===== config.mk =====
export PLATFORM = sky130hd
export DESIGN_NAME = seq_nonrestoring_divider
export DESIGN_NICKNAME = d
export VERILOG_FILES = /design/src/rtl/div_pkg.sv /design/src/rtl/div_nr_step.sv /design/src/rtl/seq_nonrestoring_divider.sv
export SDC_FILE = /design/constraint.sdc
export NUM_CORES = 1
export LEC_CHECK = 0
export ABC_CLOCK_PERIOD_IN_PS = 6060
export BUFFER_PORTS_ARGS = -buffer_cell sky130_fd_sc_hd__buf_2
export CAP_MARGIN = 20
export CORE_ASPECT_RATIO = 1.4
export CORE_MARGIN = 2
export CORE_UTILIZATION = 25
export CTS_BUF_LIST = sky130_fd_sc_hd__clkbuf_8
export CTS_CLUSTER_DIAMETER = 50
export DETAILED_ROUTE_END_ITERATION = 6
export HOLD_SLACK_MARGIN = 0.06
export PLACE_DENSITY = 0.4
export SLEW_MARGIN = 10
export SYNTH_ARGS = -nofsm -noshare
export SYNTH_HDL_FRONTEND = slang
export SYNTH_HIERARCHICAL = 1
export SYNTH_SLANG_ARGS = --single-unit

===== constraint.sdc =====
create_clock -name clock -period 6.06 [get_ports clock]
set_input_delay 0.909 -clock clock [delete_from_list [all_inputs] [get_ports clock]]
set_output_delay 0.909 -clock clock [all_outputs]
set_load 0.02 [all_outputs]

===== src/rtl/div_pkg.sv =====
// Shared definitions for the sequential non-restoring divider.
//
// Contents:
//   div_state_e     - controller states (IDLE, ITER, FIX)
//   DIV_MIN_WIDTH   - smallest supported operand width
//   DIV_MAX_WIDTH   - widest operand the all-ones constant can cover
//   DIV0_QUOTIENT   - all-ones pattern returned as quotient on divide-by-zero
//   div_cnt_width() - width of the iteration counter for a given WIDTH
package div_pkg;

  // IDLE waits for start, ITER produces one quotient bit per clock,
  // FIX restores the remainder, applies signs and publishes the results.
  typedef enum logic [1:0] {
    IDLE = 2'd0,
    ITER = 2'd1,
    FIX  = 2'd2
  } div_state_e;

  localparam int DIV_MIN_WIDTH = 4;
  localparam int DIV_MAX_WIDTH = 256;

  // Wider than any supported WIDTH; the top slices off what it needs.
  localparam logic [DIV_MAX_WIDTH-1:0] DIV0_QUOTIENT = '1;

  // The counter runs WIDTH-1 down to 0, so it needs clog2(WIDTH) bits.
  function automatic int div_cnt_width(input int width);
    return (width <= 2) ? 1 : $clog2(width);
  endfunction

endpackage


===== src/rtl/div_nr_step.sv =====
// One non-restoring division step (purely combinational).
//
// Ports:
//   i_a [WIDTH:0]   - partial remainder (two's complement, sign in bit WIDTH)
//   i_q [WIDTH-1:0] - quotient / remaining dividend bits
//   i_m [WIDTH:0]   - zero-extended divisor magnitude
//   o_a [WIDTH:0]   - partial remainder after shift and add/subtract
//   o_q [WIDTH-1:0] - quotient after shift with the new bit in o_q[0]
module div_nr_step #(
  parameter int WIDTH = 32
) (
  input  logic [WIDTH:0]   i_a,
  input  logic [WIDTH-1:0] i_q,
  input  logic [WIDTH:0]   i_m,
  output logic [WIDTH:0]   o_a,
  output logic [WIDTH-1:0] o_q
);

  logic [WIDTH:0] w_a_shift;

  // Shift {A,Q} left by one, then subtract M when the old A was
  // non-negative or add it back when the old A was negative. The decision
  // uses the sign before the shift: the shifted value may overflow the
  // WIDTH+1 bit range, but the add/subtract result always fits again.
  // The new quotient bit is set when the result is non-negative.
  always_comb begin
    w_a_shift = {i_a[WIDTH-1:0], i_q[WIDTH-1]};
    if (i_a[WIDTH]) begin
      o_a = w_a_shift + i_m;
    end else begin
      o_a = w_a_shift - i_m;
    end
    o_q = {i_q[WIDTH-2:0], ~o_a[WIDTH]};
  end

endmodule


===== src/rtl/seq_nonrestoring_divider.sv =====
// Multi-cycle non-restoring integer divider, one quotient bit per clock,
// signed or unsigned, with divide-by-zero detection.
//
// Ports:
//   clock        - rising-edge system clock
//   clear_n      - asynchronous active-low reset
//   start        - request, sampled only in IDLE
//   signed_mode  - 1 = two's-complement operands, sampled with start
//   dividend     - sampled with start
//   divisor      - sampled with start
//   busy         - high while a division is in progress
//   done         - one-cycle pulse when results are valid
//   quotient     - registered result, held until the next done
//   remainder    - registered result, held until the next done
//   div_by_zero  - registered with the results, held until the next done
//
// Latency is WIDTH+1 cycles from the start edge (1 cycle for a zero
// divisor). Signed division truncates toward zero; the remainder takes the
// dividend's sign. MIN / -1 wraps to MIN with no flag.
module seq_nonrestoring_divider
  import div_pkg::*;
#(
  parameter int WIDTH = 32
) (
  input  logic             clock,
  input  logic             clear_n,
  input  logic             start,
  input  logic             signed_mode,
  input  logic [WIDTH-1:0] dividend,
  input  logic [WIDTH-1:0] divisor,
  output logic             busy,
  output logic             done,
  output logic [WIDTH-1:0] quotient,
  output logic [WIDTH-1:0] remainder,
  output logic             div_by_zero
);

  localparam int                CW        = div_cnt_width(WIDTH);
  localparam logic [CW-1:0]     CNT_LAST  = CW'(WIDTH - 1);
  localparam logic [CW-1:0]     CNT_ONE   = CW'(1);
  localparam logic [WIDTH-1:0]  QUOT_DIV0 = DIV0_QUOTIENT[WIDTH-1:0];

  // Elaboration-time guard on the supported width range.
  if ((WIDTH < DIV_MIN_WIDTH) || (WIDTH > DIV_MAX_WIDTH)) begin : g_width_check
    $error("seq_nonrestoring_divider: WIDTH out of supported range");
  end

  div_state_e       r_state;
  div_state_e       w_state_next;
  logic [CW-1:0]    r_cnt;
  logic [WIDTH:0]   r_a;
  logic [WIDTH:0]   r_m;
  logic [WIDTH-1:0] r_q;
  logic             r_dvd_neg;
  logic             r_dvs_neg;
  logic             r_div0;
  logic             r_done;
  logic [WIDTH-1:0] r_quotient;
  logic [WIDTH-1:0] r_remainder;
  logic             r_div_by_zero;

  logic [WIDTH:0]   w_a_next;
  logic [WIDTH-1:0] w_q_next;
  logic             w_divisor_zero;
  logic             w_dvd_neg;
  logic             w_dvs_neg;
  logic [WIDTH-1:0] w_dvd_mag;
  logic [WIDTH-1:0] w_dvs_mag;
  logic [WIDTH-1:0] w_rem_mag;
  logic [WIDTH-1:0] w_quot_res;
  logic [WIDTH-1:0] w_rem_res;

  // Single shared step datapath, fed from the working registers.
  div_nr_step #(
    .WIDTH (WIDTH)
  ) u_step (
    .i_a (r_a),
    .i_q (r_q),
    .i_m (r_m),
    .o_a (w_a_next),
    .o_q (w_q_next)
  );

  // Operand conditioning at load time. Sign flags only exist in signed
  // mode, so unsigned operands always pass through untouched. Negating
  // MIN gives MIN again, which is the correct magnitude read as unsigned.
  always_comb begin
    w_divisor_zero = (divisor == '0);
    w_dvd_neg      = signed_mode & dividend[WIDTH-1];
    w_dvs_neg      = signed_mode & divisor[WIDTH-1];
    w_dvd_mag      = w_dvd_neg ? -dividend : dividend;
    w_dvs_mag      = w_dvs_neg ? -divisor  : divisor;
  end

  // Final correction. A negative partial remainder gets M added back; the
  // sum always fits in WIDTH bits, so the low bits are computed directly.
  // Signs are then reapplied: quotient negative when the operand signs
  // differ, remainder follows the dividend.
  always_comb begin
    w_rem_mag  = r_a[WIDTH] ? (r_a[WIDTH-1:0] + r_m[WIDTH-1:0]) : r_a[WIDTH-1:0];
    w_quot_res = (r_dvd_neg ^ r_dvs_neg) ? -r_q : r_q;
    w_rem_res  = r_dvd_neg ? -w_rem_mag : w_rem_mag;
  end

  // Controller state register.
  always_ff @(posedge clock or negedge clear_n) begin
    if (!clear_n) begin
      r_state <= IDLE;
    end else begin
      r_state <= w_state_next;
    end
  end

  // Next-state logic. A zero divisor skips the iterations and goes
  // straight to FIX so the flagged result appears one cycle after start.
  always_comb begin
    w_state_next = r_state;
    case (r_state)
      IDLE: begin
        if (start) begin
          w_state_next = w_divisor_zero ? FIX : ITER;
        end
      end
      ITER: begin
        if (r_cnt == '0) begin
          w_state_next = FIX;
        end
      end
      FIX: begin
        w_state_next = IDLE;
      end
      default: begin
        w_state_next = IDLE;
      end
    endcase
  end

  // Working registers and result registers. On a zero divisor the raw
  // dividend is parked in Q so FIX can return it as the remainder without
  // a separate holding register. Results only move on the FIX edge, which
  // is also the only edge that raises done.
  always_ff @(posedge clock or negedge clear_n) begin
    if (!clear_n) begin
      r_cnt         <= '0;
      r_a           <= '0;
      r_m           <= '0;
      r_q           <= '0;
      r_dvd_neg     <= 1'b0;
      r_dvs_neg     <= 1'b0;
      r_div0        <= 1'b0;
      r_done        <= 1'b0;
      r_quotient    <= '0;
      r_remainder   <= '0;
      r_div_by_zero <= 1'b0;
    end else begin
      r_done <= 1'b0;
      case (r_state)
        IDLE: begin
          if (start) begin
            r_cnt     <= CNT_LAST;
            r_a       <= '0;
            r_m       <= {1'b0, w_dvs_mag};
            r_q       <= w_divisor_zero ? dividend : w_dvd_mag;
            r_dvd_neg <= w_dvd_neg;
            r_dvs_neg <= w_dvs_neg;
            r_div0    <= w_divisor_zero;
          end
        end
        ITER: begin
          r_a   <= w_a_next;
          r_q   <= w_q_next;
          r_cnt <= r_cnt - CNT_ONE;
        end
        FIX: begin
          r_done        <= 1'b1;
          r_div_by_zero <= r_div0;
          if (r_div0) begin
            r_quotient  <= QUOT_DIV0;
            r_remainder <= r_q;
          end else begin
            r_quotient  <= w_quot_res;
            r_remainder <= w_rem_res;
          end
        end
        default: begin
          r_done <= 1'b0;
        end
      endcase
    end
  end

  // busy is a decode of the state register, so it rises on the start edge
  // and falls on the same edge that raises done.
  assign busy        = (r_state != IDLE);
  assign done        = r_done;
  assign quotient    = r_quotient;
  assign remainder   = r_remainder;
  assign div_by_zero = r_div_by_zero;

endmodule


Word-level counts from Yosys, hierarchy flattened
Cells that the tools add are included.
Word-level totals
  RAM bits: 0
  word-level logic and storage cells: 56
  bits in latches: 0
  bits in read-only memories: 0
  memories kept: 0
  output and inout bits: 67
  register bits: 173
  input bits: 68
Operators by class
  shift-type cells: 0
  magnitude comparators: 0
  add/sub/neg operators: 8
  equality and inequality tests: 4
  divide/modulo/power cells: 0
  reduce and logical (&&, ||, !) cells: 8
  muxes and demuxes: 20
  multiply operators: 0
  bitwise logic cells: 4
Operator list (count)
  32-bit two-way mux: 9
  32-bit negator: 4
  33-bit two-way mux: 2
  33-bit case mux with 2 select lines: 1
  32-bit case mux with 2 select lines: 1
  33-bit by 32-bit adder with 33-bit output: 1
  33-bit by 32-bit subtractor with 33-bit output: 1
  32-bit adder: 1
  32-bit logical NOT: 1
  5-bit case mux with 2 select lines: 1
  2-bit two-way mux: 3
  2-bit AND reduction: 3
  5-bit logical NOT: 1
  5-bit two-way mux: 1
  5-bit by 1-bit subtractor with 5-bit output (second input constant): 1
  2-bit inequality test (second input constant): 2
  2-bit case mux with 2 select lines: 1
  2-bit nonzero test: 2
  1-bit AND: 2
  2-bit by 1-bit == test with 1-bit output (second input constant): 1
  2-bit == test (second input constant): 1
  2-bit logical NOT: 1
  1-bit two-way mux: 1
  1-bit NOT: 1
  1-bit XOR: 1

Longest topological paths before layout
  word-level depth: 5
  depth in mapped cells: 18
  depth with buffers taken out: 17

Cells and area by module
Netlist, hierarchy kept.
Modules (own cells, without submodules)
  seq_nonrestoring_divider: seq. area each 4329.2 um^2, cells each 1413, instances 1, area an instance 11584.9 um^2
  div_nr_step: seq. area each 0.0 um^2, cells each 394, instances 1, area an instance 2820.2 um^2

Worst setup path after synthesis
Ideal clock, no wire load.
  kind: register -> register
  from: reg r_a[0]
  to: reg r_remainder[28] (netlist: remainder[28])
  cell stages (with the launch flop): 14
  path buffers: 0
  arrival: 3.675 ns
  setup time: 0.126 ns
  period minus slack after synthesis: 3.801 ns
  setup slack: 2.259 ns
  data required time: 5.934 ns
  cells stage by stage: dfrtp_1 ha_1 fa_1 a21o_1 a221oi_4 nor3_2 or4_1 and4_4 o31ai_4 nand3_2 or4_4 o21ai_2 xnor2_1 a221o_1
Between the ends
  cells in the longest elaborated chain, start to end: 5
Ends and longest elaborated chain
  from (decl): RTL line seq_nonrestoring_divider.sv:51  | logic [WIDTH:0] r_a;
  from (signal assigned): RTL line seq_nonrestoring_divider.sv:170  | r_a <= w_a_next;
  32-bit adder: RTL line seq_nonrestoring_divider.sv:100  | w_rem_mag = r_a[WIDTH] ? (r_a[WIDTH-1:0] + r_m[WIDTH-1:0]) : r_a[WIDTH-1:0];
  32-bit two-way mux (*): RTL line seq_nonrestoring_divider.sv:100
  32-bit negator: RTL line seq_nonrestoring_divider.sv:102  | w_rem_res = r_dvd_neg ? -w_rem_mag : w_rem_mag;
  32-bit two-way mux (*): RTL line seq_nonrestoring_divider.sv:102
  32-bit two-way mux (*): RTL line seq_nonrestoring_divider.sv:177  | if (r_div0) begin
  to (signal assigned): RTL line seq_nonrestoring_divider.sv:179  | r_remainder <= r_q;
  to (signal assigned): RTL line seq_nonrestoring_divider.sv:182  | r_remainder <= w_rem_res;
  to (decl): RTL line seq_nonrestoring_divider.sv:59  | logic [WIDTH-1:0] r_remainder;
Every way passes the cells marked *; elsewhere a longest branch is shown, timed or not.
A chain may end at the register's enable or synchronous reset.

Final worst setup path
Same ends and word-level chain as after synthesis.

==> results.md <==
* Top-count cell post-synth: nand2_1
* Slew Limit Fails at 0
* Post-synth EDFFs at 0
* First-pass GRT wire length at 78.37 mm
* GP Congestion at 0.8926
* Post-synth ARST share at 1.000
* Hold Worst Slack at 0.4352 ns
* Vias/cell at 5.002
* Clock Tree Buf Depth at 2
* Clock Pin Slew Worst Setup and Hold Paths at 0.11 ns
* Critical-path top delay cell: or4_4
* CTS tree: built
* Syn Std Cell Area at 0.01441 mm^2
* Initial DRC Count at 735
* Rel. slew slack at 0.3380
* Number of synthesized register bits at 173
* Chip width at 206.9 um
* # DRC at 0
* Final setup vio count at 0
* Routed via count at 13090
* Register area share after synthesis at 0.3005
* Dpl hpwl at 39.30 mm
* # fillers at 6297
* Final core utilization at 0.2806
* Post-Synth Simple-Gate Area at 0.1944
* Post-Synth XOR/XNOR Area at 0.1191
* CTS HTree Levels at 4
* Total gr overflow at 0
* Yosys warning count at 6
* CTS Root Cell: clkbuf_8
* Post-CTS setup buffers at 0
* Critical Path RT at 6.46 ns
* Syn Area/Cell at 7.972 um^2
* Clock Skew at 0.02733 ns
* Setup CP Type: flop to flop
* Area grow syn2layout at 11.54%
* Mux contribution to synthesized area at 0.01207
* CORE AREA at 0.05725 mm^2
* Post-route antenna net violation count at 0
* Final setup TNS at 0 ns
* Mapped Nets at 1948
* Die area at 0.05958 mm^2
* Clock Sinks at 173
* Vias in the first global route at 13220
* Initial Util at 0.2516
* Multi-input gate area at 0.009361 mm^2
* FMAX at 0.2307 GHz
* Ys flop type: dfrtp_1
* Area share of the largest cell type after synthesis at 0.3005
* Tcrit/Tclk final at 0.7152
* Kind of start point of the critical path: flop
* Clock latency at the later pin of the worst-skew pair at 0.51 ns
* Unrepaired setup endpoints after global routing: false
* Largest net degree at the start of global routing at 99
* Crit end category: flop
* Die height at 288.0 um
* IO buf count at 134
* CP max FO at 8
* Tot GR Track Use at 0.1705
* CP max stage delay at 0.51 ns
* Worst min path class: input pin to async pin
* # rows at 104
* Final Hold Viols at 0
* Num ports at 135
* Distinct cell type count after synthesis at 89
* Largest cells by area after synthesis: dfrtp_1, o21ai_0, nand2_1
* Placed inst area at 0.01564 mm^2
* Arrival @ worst endpoint at 4.74 ns
* Post-Synth Adder-Cell Area at 0.06445
* Routed WL at 50.11 mm
* Main combinational cell family by area after synthesis: compound AO/OA/AOI/OAI gates
* Compound-cell area share of the yosys netlist at 0.2573
* Layout cell share with drive strength beyond 1 at 0.1249
* Initial antenna violation count at 2
* Cts repair resizes at 0
* Worst slew pin tran at 0.9896 ns
* Commonest cells post-synth: nand2_1, o21ai_0, dfrtp_1, a21oi_1, nor2_1
* CTS hold repair buffers at 0
* WL per Instance at 19.15 um
* Register area at 0.004330 mm^2
* Mapped Cells at 1807
* Cell accounting for the most synthesized area: dfrtp_1
* Final Critical Period at 4.334 ns
* # nets final at 2002
* Cts bufs inserted at 17
* Worst path cell trace: ha_1 -> fa_1 -> a21o_1 -> a221oi_4 -> o21ai_0 -> xor2_1 -> mux2i_1 -> and3_1 -> nand4_1 -> or4_4 -> o21ai_2 -> xnor2_1 -> a221o_1
* Max Cap Viol at 0
* Outcome: complete, no violations
* Detailed Routing Iterations Pass 1 at 5
* Final Instance Area at 0.01607 mm^2
[per-stage QoR]
step	std cells	worst slack, ns
final	2617	1.726
after global routing	2617	1.316
after CTS	2616	1.701
after detailed placement	2584	1.288
after global placement	2583	1.329
after floorplan	1807	2.259
[path summary, 6_finish.rpt]
path                            slack, ns  cells past startpoint            end     startpoint
worst min-delay path                 0.44                      1           done        clear_n
worst min register to register       0.49                      2  remainder[19]  remainder[19]
max in group asynchronous            4.35                      2         r_q[0]        clear_n
min in group clock                   0.49                      2  remainder[19]  remainder[19]
worst max register to register       1.73                     13  remainder[28]         r_a[0]
worst max-delay path                 1.73                     13  remainder[28]         r_a[0]
[logic make-up (layout without fill, tap and decap cells)]
group | Yosys count | count (layout)
other | 1 | 2
XOR/XNOR | 195 | 195
buffers and inverters | 166 | 233
AO/OA/AOI/OAI | 596 | 596
adder cells (fa/ha/maj) | 73 | 73
AND/OR/NAND/NOR | 586 | 586
multiplexers | 17 | 17
flip-flops | 173 | 173
[layout make-up]
cell class | instances | share of cell area
Multi-Input combinational cell | 1468 | 0.5827
Sequential cell | 173 | 0.2695
Tap cell | 742 | 0.05778
Timing Repair Buffer | 156 | 0.05280
Clock buffer | 18 | 0.01542
Clock inverter | 14 | 0.01114
Inverter | 45 | 0.01051
Antenna cell | 1 | 0.0001558
[flip-flops by register name, indices dropped and copies added (netlist names)]
| register | flops |
|---|---|
| div_by_zero | 1 |
| done | 1 |
| quotient | 32 |
| r_a | 33 |
| r_cnt | 5 |
| r_div0 | 1 |
| r_dvd_neg | 1 |
| r_dvs_neg | 1 |
| r_m | 32 |
| r_q | 32 |
| r_state | 2 |
| remainder | 32 |
[layout by cell type, fill, tap and decap left out, drive strengths merged, types with 14 or more instances in the layout]
| cell type | synthesis | layout |
|---|---|---|
| xor2 | 98 | 98 |
| nor4 | 21 | 21 |
| nand2 | 244 | 244 |
| and3 | 17 | 17 |
| o31ai | 31 | 31 |
| o21ai | 202 | 202 |
| nor2 | 139 | 139 |
| a21o | 28 | 28 |
| ha | 71 | 71 |
| buf | 42 | 155 |
| dfrtp | 173 | 173 |
| a31oi | 24 | 24 |
| a211oi | 16 | 16 |
| nor3 | 36 | 36 |
| clkbuf | 79 | 19 |
| xnor2 | 97 | 97 |
| inv | 44 | 51 |
| a21oi | 168 | 168 |
| a22oi | 33 | 33 |
| or3 | 17 | 17 |
| o21a | 14 | 14 |
| or4 | 15 | 15 |
| mux2i | 14 | 14 |
| nand3 | 32 | 32 |
| nand4 | 15 | 15 |
[worst max-delay path: cells and delay by family, from the launching register on]
kind	cells	cell delay, ns
AOI/OAI and AO/OA	5	1.29
and+or+nand+nor	3	1.16
adders and majority gates	2	0.67
DFF	1	0.46
muxes	1	0.38
xor gates and xnor gates	2	0.27
[per-layer routing]
layer / up-vias / GRT usage / wire (um)
met5: - / 0 / 0
met3: 55 / 0.02038 / 1936
met2: 297 / 0.3093 / 25750
met1: 6159 / 0.2094 / 21320
li1: 6578 / - / -
met4: 0 / 0.04823 / 1103
Power is not shown: default switching activity piles up to over one toggle a cycle in this logic, so the estimate is an artifact.
